### config.mk
export PLATFORM = sky130hd
export DESIGN_NAME = systolic_feeder
export DESIGN_NICKNAME = d
export VERILOG_FILES = /design/src/rtl/matrix_pkg.sv /design/src/rtl/feeder_tile_buffer.sv /design/src/rtl/systolic_feeder.sv
export SDC_FILE = /design/constraint.sdc
export NUM_CORES = 1
export LEC_CHECK = 0
export BUFFER_PORTS_ARGS = -buffer_cell sky130_fd_sc_hd__buf_2
export CAP_MARGIN = 20
export CORE_ASPECT_RATIO = 0.8
export CORE_MARGIN = 1.5
export CORE_UTILIZATION = 52
export DETAILED_ROUTE_END_ITERATION = 12
export GPL_TIMING_DRIVEN = 1
export MAX_ROUTING_LAYER = met4
export PLACE_DENSITY = 0.75
export SLEW_MARGIN = 20
export SYNTH_ARGS = -nofsm -noshare
export SYNTH_HDL_FRONTEND = slang
export SYNTH_SLANG_ARGS = --single-unit
### constraint.sdc
create_clock -name clk -period 2.9 [get_ports clk]
set_input_delay 0.435 -clock clk [delete_from_list [all_inputs] [get_ports clk]]
set_output_delay 0.435 -clock clk [all_outputs]
set_load 0.01 [all_outputs]
### src/rtl/matrix_pkg.sv
// Shared sizing constants and FSM state type for the systolic array feeder.
package matrix_pkg;

   localparam int indata_size = 8;
   localparam int array_dim   = 4;

   typedef enum logic {
      LOAD   = 1'b0,
      STREAM = 1'b1
   } feeder_state_t;

   // Skew offset: which beat a lane reads at a given stream cycle.
   function automatic int lane_offset(input int c, input int lane);
      return c - lane;
   endfunction

endpackage

### src/rtl/feeder_tile_buffer.sv
// N x N storage for one A/B tile: written one beat per cycle, read out skewed per lane.
module feeder_tile_buffer
   import matrix_pkg::*;
#(
   parameter int W  = indata_size,
   parameter int N  = array_dim,
   parameter int BW = 2,
   parameter int CW = 4
) (
   input  logic          clk,
   input  logic          wr_en,
   input  logic [BW-1:0] wr_beat,
   input  logic [N*W-1:0] wr_a_col,
   input  logic [N*W-1:0] wr_b_row,
   input  logic          rd_en,
   input  logic [CW-1:0] rd_c,
   output logic [N*W-1:0] rd_a,
   output logic [N*W-1:0] rd_b
);

   logic signed [W-1:0] a_mem [N][N];
   logic signed [W-1:0] b_mem [N][N];
   int d;

   always_ff @(posedge clk) begin
      if (wr_en) begin
         for (int i = 0; i < N; i++) begin
            a_mem[i][wr_beat] <= wr_a_col[i*W +: W];
            b_mem[wr_beat][i] <= wr_b_row[i*W +: W];
         end
      end
   end

   // Lanes whose skewed beat index falls outside the tile are padded with exact zero.
   always_comb begin
      rd_a = '0;
      rd_b = '0;
      d    = 0;
      for (int lane = 0; lane < N; lane++) begin
         d = lane_offset(int'(rd_c), lane);
         if (rd_en && d >= 0 && d < N) begin
            rd_a[lane*W +: W] = a_mem[lane][d[BW-1:0]];
            rd_b[lane*W +: W] = b_mem[d[BW-1:0]][lane];
         end
      end
   end

endmodule

### src/rtl/systolic_feeder.sv
// Loads an A/B tile beat by beat, then streams skewed edges and per-PE push strobes.
module systolic_feeder
   import matrix_pkg::*;
#(
   parameter int W = indata_size,
   parameter int N = array_dim
) (
   input  logic                clk,
   input  logic                reset,
   input  logic                in_valid,
   output logic                in_ready,
   input  logic signed [N*W-1:0] in_a_col,
   input  logic signed [N*W-1:0] in_b_row,
   output logic signed [N*W-1:0] a_edge,
   output logic signed [N*W-1:0] b_edge,
   output logic [N*N-1:0]      push,
   output logic                tile_done
);

   localparam int BW = (N > 1) ? $clog2(N) : 1;
   localparam int CW = $clog2(3*N - 1);
   localparam logic [BW-1:0] B_LAST = BW'(N - 1);
   localparam logic [CW-1:0] C_LAST = CW'(3*N - 2);

   feeder_state_t  state, nxt_state;
   logic [BW-1:0]  beat, nxt_beat;
   logic [CW-1:0]  c, nxt_c;
   logic           accept, rd_en, nxt_done;
   logic [N*W-1:0] rd_a, rd_b;
   logic [N*N-1:0] nxt_push;

   assign in_ready = (state == LOAD);
   assign accept   = in_valid && in_ready;

   always_comb begin
      nxt_state = state;
      nxt_beat  = beat;
      nxt_c     = c;
      case (state)
         LOAD: begin
            if (accept) begin
               if (beat == B_LAST) begin
                  nxt_state = STREAM;
                  nxt_beat  = '0;
                  nxt_c     = '0;
               end else begin
                  nxt_beat = beat + 1'b1;
               end
            end
         end
         STREAM: begin
            if (c == C_LAST) begin
               nxt_state = LOAD;
               nxt_c     = '0;
            end else begin
               nxt_c = c + 1'b1;
            end
         end
      endcase
   end

   // Outputs are registered, so they are computed from the cycle being entered.
   assign rd_en    = (nxt_state == STREAM);
   assign nxt_done = rd_en && (nxt_c == C_LAST);

   always_comb begin
      nxt_push = '0;
      for (int i = 0; i < N; i++)
         for (int j = 0; j < N; j++)
            if (rd_en && int'(nxt_c) == i + j)
               nxt_push[i*N + j] = 1'b1;
   end

   feeder_tile_buffer #(.W(W), .N(N), .BW(BW), .CW(CW)) u_buf (
      .clk      (clk),
      .wr_en    (accept),
      .wr_beat  (beat),
      .wr_a_col (in_a_col),
      .wr_b_row (in_b_row),
      .rd_en    (rd_en),
      .rd_c     (nxt_c),
      .rd_a     (rd_a),
      .rd_b     (rd_b)
   );

   always_ff @(posedge clk or posedge reset) begin
      if (reset) begin
         state     <= LOAD;
         beat      <= '0;
         c         <= '0;
         a_edge    <= '0;
         b_edge    <= '0;
         push      <= '0;
         tile_done <= 1'b0;
      end else begin
         state     <= nxt_state;
         beat      <= nxt_beat;
         c         <= nxt_c;
         a_edge    <= rd_a;
         b_edge    <= rd_b;
         push      <= nxt_push;
         tile_done <= nxt_done;
      end
   end

endmodule

== Word-level counts from Yosys, hierarchy flattened ==
Memories as Yosys holds them, arrays and structs flattened.
Index checks and enable logic that the tools add are counted.

* Register bits after elaboration: 88
* Memory bits (writable): 256
* Input bits: 67
* Output and inout bits: 82
* Logic and storage cells: 104
* Memories kept: 2

* $add $sub $neg: 5
* $lt $le $gt $ge: 14
* Eq/ne operators: 9
* Multiplexer cells: 41
* Bitwise operators: 6
* Reduce and logical (&&, ||, !) cells: 20

{| class="wikitable"
|+ Memories
! name !! depth !! bits a word !! read ports !! clocked after Yosys merged registers in !! wr ports !! RTL line !! text
|-
| u_buf.a_mem || 4 || 32 || 4 || 0 || 4 || feeder_tile_buffer.sv:21 || <nowiki>logic signed [W-1:0] a_mem [N][N];</nowiki>
|-
| u_buf.b_mem || 4 || 32 || 4 || 0 || 1 || feeder_tile_buffer.sv:22 || <nowiki>logic signed [W-1:0] b_mem [N][N];</nowiki>
|}

{| class="wikitable"
|+ Operator list
! operator !! number
|-
| $mux 8 || 17
|-
| $ge 32x1->1 const B || 3
|-
| $lt 32x4->1 const B || 3
|-
| $bmux 8 s2 || 4
|-
| $mux 32 || 1
|-
| $eq 4x4->1 const B || 5
|-
| $logic_and 1x1->1 || 18
|-
| $demux 8 s2 || 1
|-
| $ge 3x3->1 const B || 5
|-
| $not 2->3 || 5
|-
| $mux 1 || 12
|-
| $mux 4 || 3
|-
| $sub 4x2->5 const B || 2
|-
| $eq 4x3->1 const B || 2
|-
| $pmux 4 s2 || 1
|-
| $sub 4x1->5 const B || 1
|-
| $add 4x1->4 const B || 1
|-
| $eq 4x2->1 const B || 1
|-
| $ge 4x1->1 const B || 1
|-
| $logic_not 4->1 || 1
|-
| $lt 4x3->1 const B || 1
|-
| $lt 3x1->1 const B || 1
|-
| $add 2x1->2 const B || 1
|-
| $eq 2x2->1 const B || 1
|-
| 4 further kinds || 4
|}

== Longest topological paths before layout ==
Gate-level depths: netlist of the first run.

* Depth after elaboration: 10
* Mapped depth: 10
* Mapped depth without buffers: 7

== Modules after synthesis ==
Synthesis of the first run repeated with hierarchy kept, for this count alone.

* Cell total of the unflattened synthesis: 588
* Area, all modules: 12323.1 um^2

{| class="wikitable"
|+ Modules (own cells, without submodules)
! module !! instances !! cells an instance !! area an instance (um^2) !! sequential area each (um^2)
|-
| feeder_tile_buffer || 1 || 453 || 9995.8 || 7687.4
|-
| systolic_feeder || 1 || 135 || 2327.2 || 1976.9
|}

== Worst setup path after synthesis of the first run ==
OpenSTA, ideal clock, no wires.

* Path kind: reg-to-reg
* From: register state
* To: memory u_buf.a_mem[0][10] in the netlist's numbering, enable pin
* Setup time: 0.429 ns
* Arrival: 2.353 ns
* Required time: 2.471 ns
* Setup slack: 0.119 ns
* Stages on the path, launching flop included: 4
* Path buffers: 1
* Period minus slack after synthesis: 2.781 ns
* Cells stage by stage: dfrtp_1 > buf_6 > nor2b_1 > and2_1

{| class="wikitable"
|+ RTL lines
! item !! RTL line !! text
|-
| start: declaration || systolic_feeder.sv:25 || <nowiki>feeder_state_t state, nxt_state;</nowiki>
|-
| start signal: assignment || systolic_feeder.sv:96 || <nowiki>state <= nxt_state;</nowiki>
|-
| end: declaration || feeder_tile_buffer.sv:21 ||
|}

== Worst setup path after layout of the first run ==
* From: register c[0]
* To: register a_edge[16]

* Cells in the longest elaborated chain, start to end: 9
* Elaborated cells on any way between the ends: 18
* Those cells by class: 2 x add/sub; 2 x order compare; 1 x eq/ne; 10 x mux; 1 x bitwise; 2 x reduce/logical

{| class="wikitable"
|+ Ends and longest elaborated chain
! item !! RTL line !! text
|-
| start: declaration || systolic_feeder.sv:27 || <nowiki>logic [CW-1:0] c, nxt_c;</nowiki>
|-
| start signal: assignment || systolic_feeder.sv:98 || <nowiki>c <= nxt_c;</nowiki>
|-
| branches (longest 8 deep; another with $ge 32x1->1) || - ||
|-
| $mux 8 (*) || feeder_tile_buffer.sv:41 || <nowiki>if (rd_en && d >= 0 && d < N) begin</nowiki>
|-
| net rd_a[16] || systolic_feeder.sv:29 || <nowiki>logic [N*W-1:0] rd_a, rd_b;</nowiki>
|-
| end signal: assignment || systolic_feeder.sv:99 || <nowiki>a_edge <= rd_a;</nowiki>
|-
| end: declaration || systolic_feeder.sv:14 || <nowiki>output logic signed [N*W-1:0] a_edge,</nowiki>
|}

Mark *: on every way through the listed nets, which the timed path passes. The select of a mux whose other input is x is not followed.
A chain may end at the register's enable or synchronous reset.

==> results of run 1 <==
-- how the worst max path moves through the flow --
stage	from	to	slack (ns)	cells after the start
floorplan	state$_DFF_PP0_	u_buf.a_mem[0][10]$_DFFE_PP_	0.12	3
global placement	c[0]$_DFF_PP0_	a_edge[15]$_DFF_PP0_	0.31	7
detailed placement	c[0]$_DFF_PP0_	a_edge[9]$_DFF_PP0_	0.14	7
CTS	c[0]$_DFF_PP0_	a_edge[9]$_DFF_PP0_	0.11	7
global route	c[0]$_DFF_PP0_	a_edge[13]$_DFF_PP0_	0.11	8
finish	c[0]$_DFF_PP0_	a_edge[16]$_DFF_PP0_	0.21	7
-- cell type report --
class / instances / area [µm²] / area share
multi-input combinational: 204 / 2540 / 0.172
timing repair buffer: 173 / 1030 / 0.0697
sequential: 335 / 9660 / 0.653
clock buffer: 36 / 825 / 0.0558
tap: 312 / 390 / 0.0264
clock inverter: 22 / 280 / 0.0190
antenna: 6 / 15.0 / 0.00102
inverter: 11 / 45.0 / 0.00305
-- power groups by stage --
stage / clock [W] / combinational, W / sequential [W]
finish: 0.00430 / 0.00556 / 0.00623
global route: 0.00458 / 0.00602 / 0.00629
CTS: 0.00438 / 0.00561 / 0.00624
detailed placement: 0 / 0.00558 / 0.00633
global placement: 0 / 0.00541 / 0.00628
floorplan: 0 / 0.00412 / 0.00638
-- worst max-delay path: cells and delay by family, from the launching register on --
family | cells | cell delay (ns)
and+or+nand+nor | 2 | 0.67
AOI/OAI and AO/OA | 2 | 0.64
DFF | 1 | 0.52
buffers and inverters | 2 | 0.43
adders and majority gates | 1 | 0.31
-- logic make-up after synthesis --
logic type,Yosys count
AOI/OAI and AO/OA,55
and+or+nand+nor,77
buffers and inverters,44
muxes,64
DFF,335
adders and majority gates,7
xor gates and xnor gates,1
-- routing by layer --
layer	global-route usage	vias to the layer above	wire, µm	part of all wire
met5	-	-	0	0
met4	0.0495	0	433	0.018
met3	0.0461	43	1700	0.072
met2	0.324	250	11600	0.49
met1	0.264	3161	9960	0.42
li1	-	2664	-	-
-- per-stage QoR --
stage,hold slack [ns],worst slack (ns)
after floorplan,0.534,0.119
after global placement,0.549,0.307
after detailed placement,0.553,0.140
after CTS,0.0734,0.108
after global routing,0.0803,0.113
final,0.101,0.211
-- sequential cells by signal, indices dropped and copies added (netlist names), 2 cells and up --
register,count
u_buf.a_mem,128
u_buf.b_mem,128
a_edge,32
b_edge,32
push,7
c,4
beat,2
-- placed cells by master (no fill, tap or decap), types with 2 or more instances in the layout --
cell type,n
nand3b_1,3
bufinv_16,7
clkbuf_8,3
nor3b_1,6
clkbuf_16,31
dfrtp_1,79
nand2_1,10
o21ai_0,4
nand4_1,2
clkinv_2,8
a21boi_1,16
and3_1,3
nor3_1,5
a21boi_0,18
and2_4,4
edfxtp_1,256
and2_1,17
nor2_1,6
nor3b_2,10
clkbuf_1,2
mux4_2,64
buf_12,8
inv_1,9
ha_1,7
buf_4,16
buf_2,148
diode_2,6
nand2b_1,2
clkinv_1,7
a21oi_1,5
-- repair_timing --
item / CTS / global route
hold buffers: 1 / 0
hold endpoints to repair: 38 / 0
setup endpoints to repair: 0 / 6
gates resized for setup: 0 / 1
==> metrics.csv, run 1 <==
stage,metric,value,unit
min_path,worst hold stages,1,
drt,DRC viols,0,
yosys,top post-synthesis cells by count,"edfxtp_1, dfrtp_1, mux4_2, and2_1, a21boi_0",
finish,final core utilization,0.630,
power,power density over the cells,1090,nW/µm²
power,Clk pwr share,0.267,
clocking,buffer count from post-CTS setup fixing,0,
critical_path,Startpoint Class,register,
power,Max VDD drop,718,µV
yosys,"top cells by area, synth","edfxtp_1, dfrtp_1, mux4_2",
sta,Max Slew Vio Count,0,
yosys,Post-Syn Instances,583,
drt,Post-DRT Antenna Nets,0,
floorplanning,core area,23500,µm²
sta,Max-slew headroom,0.534,
critical_path,CP max FO,16,
critical_path,cell chain of the critical path,inv_1 > ha_1 > a211oi_1 > or2_1 > nand4_1 > buf_4 > a21boi_0,
critical_path,critical path class,reg -> reg,
clocking,Root Driver,clkbuf_16,
critical_path,"Req. time, crit path",3.33,ns
floorplanning,I/O pins,149,
clocking,Worst-path clk slew,0.06,ns
power,Tot Pwr,0.0161,W
yosys,multiplexer share of the synthesized area,0.116,
critical_path,CP arrival,3.11,ns
global_routing,largest net degree at the start of global routing,42,
min_path,HP Start,in_a_col[0],
yosys,Post-synth EDFFs,256,
global_routing,GRT Total Usage,0.202,
drt,routed wire length,23700,µm
place,IO Port Bufs,148,
yosys,sequential area share after synthesis,0.776,
sta,Final TNS setup,0,ns
clocking,CTS sink count,335,
yosys,complex-gate fraction of the synthesized area,0.0344,
run_status,status,"complete, no violations",
sta,"Hold Vio Cnt, Final",0,
floorplanning,Rows,50,
place,instance area after placement,13600,µm²
finish,"Design Area, Final",14800,µm²
job,Max Cap Viol,0,
global_routing,"Remaining Overflow, GRT",0,
drt,Routed WL per cell,21.5,µm
finish,Fillers,1621,
critical_path,Worst R2R Setup Slack,0.21,ns
yosys,area share of the leading cell type in the synthesized netlist,0.617,
critical_path,CP peak stage delay,0.52,ns
sta,Worst Tran Pin Value,0.699,ns
yosys,Async SR Flop Fraction,0.236,
yosys,syn nets,657,
power,Int Power,0.0113,W
yosys,main combinational cell family by area after synthesis,multiplexers,
yosys,Synth Register Bits,335,
global_routing,vias in the first global route,6649,
power,sequential share of power,0.387,
sta,clock skew,0.00939,ns
critical_path,worst reg2reg path depth,7,
drt,violation count after the first detailed-route iteration,485,
yosys,Synth area leader,edfxtp_1,
power,Pleak,5.63,nW
yosys,XOR/XNOR Fraction of Synth Area,0.00131,
drt,DRT Pass-1 Iters,6,
floorplanning,Die Ht,141,µm
critical_path,worst reg2reg path startpoint,c[0]$_DFF_PP0_,
critical_path,Setup crit end kind,register,
drt,DR vias,6118,
yosys,Post-Synth Simple-Gate Area,0.0427,
yosys,most frequent cell after synthesis,edfxtp_1,
floorplanning,Initial Util,0.531,
clocking,TritonCTS buffer count,31,
floorplanning,Die ar.,24900,µm²
floorplanning,Die W,176,µm
clocking,clk_lat worst skew,0.54,ns
yosys,commonest register cell after synthesis,edfxtp_1,
clocking,CTS tree,built,
min_path,Hold WC Path Type,in -> reg,
finish,Area growth syn-to-layout,18.7,%
global_routing,first-pass GRT wire length,36500,µm
finish,final std cells w/o fill,1099,
sta,Final Setup Violations,0,
drt,Via-to-Cell Ratio,5.57,
power,Logic pwr share,0.346,
global_routing,initial antenna violation count,5,
sta,period utilization,0.927,
power,sw power,0.00479,W
yosys,Unique masters post-synth,45,
place,GPL Wtd Cong,0.908,
clocking,Max clock buf depth,3,
yosys,post-synthesis average cell area,21.4,µm²
min_path,Worst Hold Endpoint,u_buf.a_mem[0][8]$_DFFE_PP_,
yosys,Netlist Area Pre-Place,12500,µm²
finish,layout cell share with drive strength beyond 1,0.398,
power,Sw Ratio,0.298,
sta,unrepaired setup endpoints after global routing,false,
place,Cells after DPL,1034,
critical_path,Crit-path slowest cell,dfrtp_1,
sta,Max Clock Freq,0.372,GHz
sta,Period minus WS final,2.69,ns
place,HPWL after DPL,14600,µm
finish,# nets final,830,
yosys,Synth warnings,0,
yosys,area share of fa/ha/maj cells after synthesis,0.00703,
critical_path,Worst R2R End,a_edge[16]$_DFF_PP0_,
clocking,H-tree Lvls,1,
Note: power is estimated with default switching activity, not from simulation.
==> inputs of run 2 (changes only) <==
--- a/config.mk
+++ b/config.mk
@@ -5,7 +5,7 @@
 export SDC_FILE = /design/constraint.sdc
 export NUM_CORES = 1
 export LEC_CHECK = 0
-export BUFFER_PORTS_ARGS = -buffer_cell sky130_fd_sc_hd__buf_2
+export BUFFER_PORTS_ARGS = -buffer_cell sky130_fd_sc_hd__buf_4
 export CAP_MARGIN = 20
 export CORE_ASPECT_RATIO = 0.8
 export CORE_MARGIN = 1.5
==> run 2 against run 1 <==
Compared with the run above:
- global-route usage grew 0.90 points
- die area is the same
- clock skew grew 0.00076 ns
- fmax grew 0.75%
- clock power shrank 6.7%
- via count shrank 0.51%
- final area grew 1.9%
- sequential share of layout area shrank 1.2 points
- combinational power grew 5.4%
- register-to-register slack gained 0.02 ns
- first-iteration DRC count grew 6.4%
- critical path type unchanged
- largest cell class unchanged
==> metrics.csv, run 2 (synthesis gave the netlist of run 1 again) <==
stage,metric,value,unit,change
clocking,Root Driver,clkbuf_16,,unchanged
place,instance area after placement,14000,µm²,was 13600 µm²
floorplanning,Die W,176,µm,unchanged
finish,"commonest cells after routing, fill and taps aside","edfxtp_1, buf_4, dfrtp_1",,"was edfxtp_1, buf_2, dfrtp_1"
drt,Post-DRT Antenna Nets,0,,unchanged
clocking,Max clock buf depth,3,,unchanged
critical_path,CP peak stage delay,0.49,ns,was 0.52 ns
clocking,buffer count from post-CTS setup fixing,0,,unchanged
global_routing,vias in the first global route,6577,,was 6649
finish,Area growth syn-to-layout,20.9,%,was 18.7%
finish,layout cell share with drive strength beyond 1,0.394,,was 0.398
critical_path,Worst Path Buf+Inv,2,,unchanged
floorplanning,I/O pins,149,,unchanged
sta,Max Clock Freq,0.375,GHz,was 0.372 GHz
place,Post-Place Worst Slack,0.155,ns,was 0.140 ns
finish,"Design Area, Final",15100,µm²,was 14800 µm²
sta,worst hold slack,0.0859,ns,was 0.101 ns
floorplanning,Die Ht,141,µm,unchanged
clocking,CTS tree,built,,unchanged
sta,Worst Tran Pin Value,0.710,ns,was 0.699 ns
run_status,status,"complete, no violations",,unchanged
sta,"Hold Vio Cnt, Final",0,,unchanged
power,power density over the cells,1070,nW/µm²,was 1090 nW/µm²
global_routing,GRT Total Usage,0.211,,was 0.202
global_routing,"Remaining Overflow, GRT",0,,unchanged
finish,Fillers,1601,,was 1621
sta,final setup margin,0.231,ns,was 0.211 ns
critical_path,Startpoint Class,register,,unchanged
sta,Max Slew Vio Count,0,,unchanged
finish,Ant. Diodes,0,,was 6
sta,Max-slew headroom,0.527,,was 0.534
sta,unrepaired setup endpoints after global routing,false,,unchanged
critical_path,"Req. time, crit path",3.36,ns,was 3.33 ns
drt,Via-to-Cell Ratio,5.58,,was 5.57
clocking,clk_lat worst skew,0.55,ns,was 0.54 ns
floorplanning,Rows,50,,unchanged
global_routing,largest net degree at the start of global routing,51,,was 42
drt,DR vias,6087,,was 6118
finish,# nets final,829,,was 830
floorplanning,core area,23500,µm²,unchanged
finish,"commonest non-fill, non-tap cell in the layout",edfxtp_1,,unchanged
critical_path,Crit-path slowest cell,o22ai_4,,was dfrtp_1
floorplanning,Die ar.,24900,µm²,unchanged
drt,violation count after the first detailed-route iteration,516,,was 485
sta,clock skew,0.0102,ns,was 0.00939 ns
critical_path,CP arrival,3.13,ns,was 3.11 ns
global_routing,first-pass GRT wire length,38000,µm,was 36500 µm
clocking,H-tree Lvls,1,,unchanged
critical_path,worst setup path start,c[0]$_DFF_PP0_,,unchanged
place,GPL Wtd Cong,0.887,,was 0.908
sta,Period minus WS final,2.67,ns,was 2.69 ns
drt,routed wire length,24400,µm,was 23700 µm
critical_path,cell chain of the critical path,inv_1 > ha_1 > and3b_2 > o22ai_4 > and3_1 > o2111ai_2 > buf_4 > a21boi_1,,was inv_1 > ha_1 > a211oi_1 > or2_1 > nand4_1 > buf_4 > a21boi_0
floorplanning,Initial Util,0.531,,unchanged
drt,Routed WL per cell,22.4,µm,was 21.5 µm
sta,Final Setup Violations,0,,unchanged
finish,final core utilization,0.642,,was 0.630
min_path,Hold WC Path Type,in -> reg,,unchanged
critical_path,critical path class,reg -> reg,,unchanged
min_path,HP Start,in_b_row[25],,was in_a_col[0]
finish,biggest regs,"u_buf.a_mem (128), u_buf.b_mem (128)",,unchanged
place,HPWL after DPL,15100,µm,was 14600 µm
power,Pleak,5.65,nW,was 5.63 nW
critical_path,worst reg2reg path startpoint,c[0]$_DFF_PP0_,,unchanged
drt,DRC viols,0,,unchanged
sta,period utilization,0.920,,was 0.927
global_routing,initial antenna violation count,0,,was 5
power,Max VDD drop,715,µV,was 718 µV
clocking,TritonCTS buffer count,31,,unchanged
drt,DRT Pass-1 Iters,5,,was 6
clocking,CTS sink count,335,,unchanged
critical_path,CP max FO,16,,unchanged
sta,Final TNS setup,0,ns,unchanged
place,IO Port Bufs,148,,unchanged
critical_path,Setup crit end kind,register,,unchanged
clocking,Worst-path clk slew,0.06,ns,about the same
job,Max Cap Viol,0,,unchanged
critical_path,CP top delay family,compound AO/OA/AOI/OAI gates,,was simple AND/OR/NAND/NOR gates
-- run 2: cell count changes in the layout (fill, tap and decap cells not counted) --
cell        change
clkinvlp_4      +2
clkinv_2        -1
bufinv_16       -3
buf_2         -148
buf_4         +145
clkbuf_8        -2
buf_12          +2
diode_2         -6
clkinv_4        +1
clkbuf_1        +1
clkinv_1        +1
-- run 2: cell type report --
type / count / area, µm² / share of cell area
multi-input combinational: 204 / 2540 / 0.168
clock buffer: 35 / 801 / 0.0531
sequential: 335 / 9660 / 0.641
timing repair buffer: 172 / 1420 / 0.0941
inverter: 11 / 45.0 / 0.00299
tap: 312 / 390 / 0.0259
clock inverter: 22 / 213 / 0.0141
-- run 2: where the power goes --
group          internal (W)  switching, W
sequential          0.00597      0.000280
combinational       0.00291       0.00295
clock               0.00233       0.00168
total                0.0112       0.00490
-- run 2: final timing paths --
check                      cells past startpoint  slack, ns                          end
hold / removal                                 1       0.09  u_buf.b_mem[0][1]$_DFFE_PP_
min in group asynchronous                      3       0.48         b_edge[22]$_DFF_PP0_
setup reg to reg                               8       0.23         a_edge[30]$_DFF_PP0_
max in group asynchronous                      4       1.75          b_edge[5]$_DFF_PP0_
hold reg to reg                                2       0.65          beat[1]$_DFFE_PP0P_
setup / recovery                               8       0.23         a_edge[30]$_DFF_PP0_
-- run 2: worst reg2reg max path, cell delays in order, from the launching register on --
cell       delay [ns]
dfrtp_1          0.48
inv_1            0.14
ha_1             0.30
and3b_2          0.30
o22ai_4          0.49
and3_1           0.30
o2111ai_2        0.14
buf_4            0.25
a21boi_1         0.19
-- run 2: through the flow --
stage	total power, W	std cells
2_1_floorplan	0.0105	583
3_3_place_gp	0.0119	1033
3_5_place_dp	0.0122	1033
4_1_cts	0.0162	1091
5_1_grt	0.0169	1091
6_report	0.0161	1091
-- run 2: timing repair --
| item | CTS | global route |
|---|---|---|
| hold endpoints to repair | 29 | 0 |
| gates resized for setup | 0 | 1 |
| hold buffers | 1 | 0 |
| endpoints found under the setup margin | 0 | 16 |
-- run 2: routing by layer --
metal | part of all wire | track usage
met5 | 0 | -
met4 | 0.015 | 0.0418
met3 | 0.074 | 0.0498
met2 | 0.49 | 0.338
met1 | 0.42 | 0.279
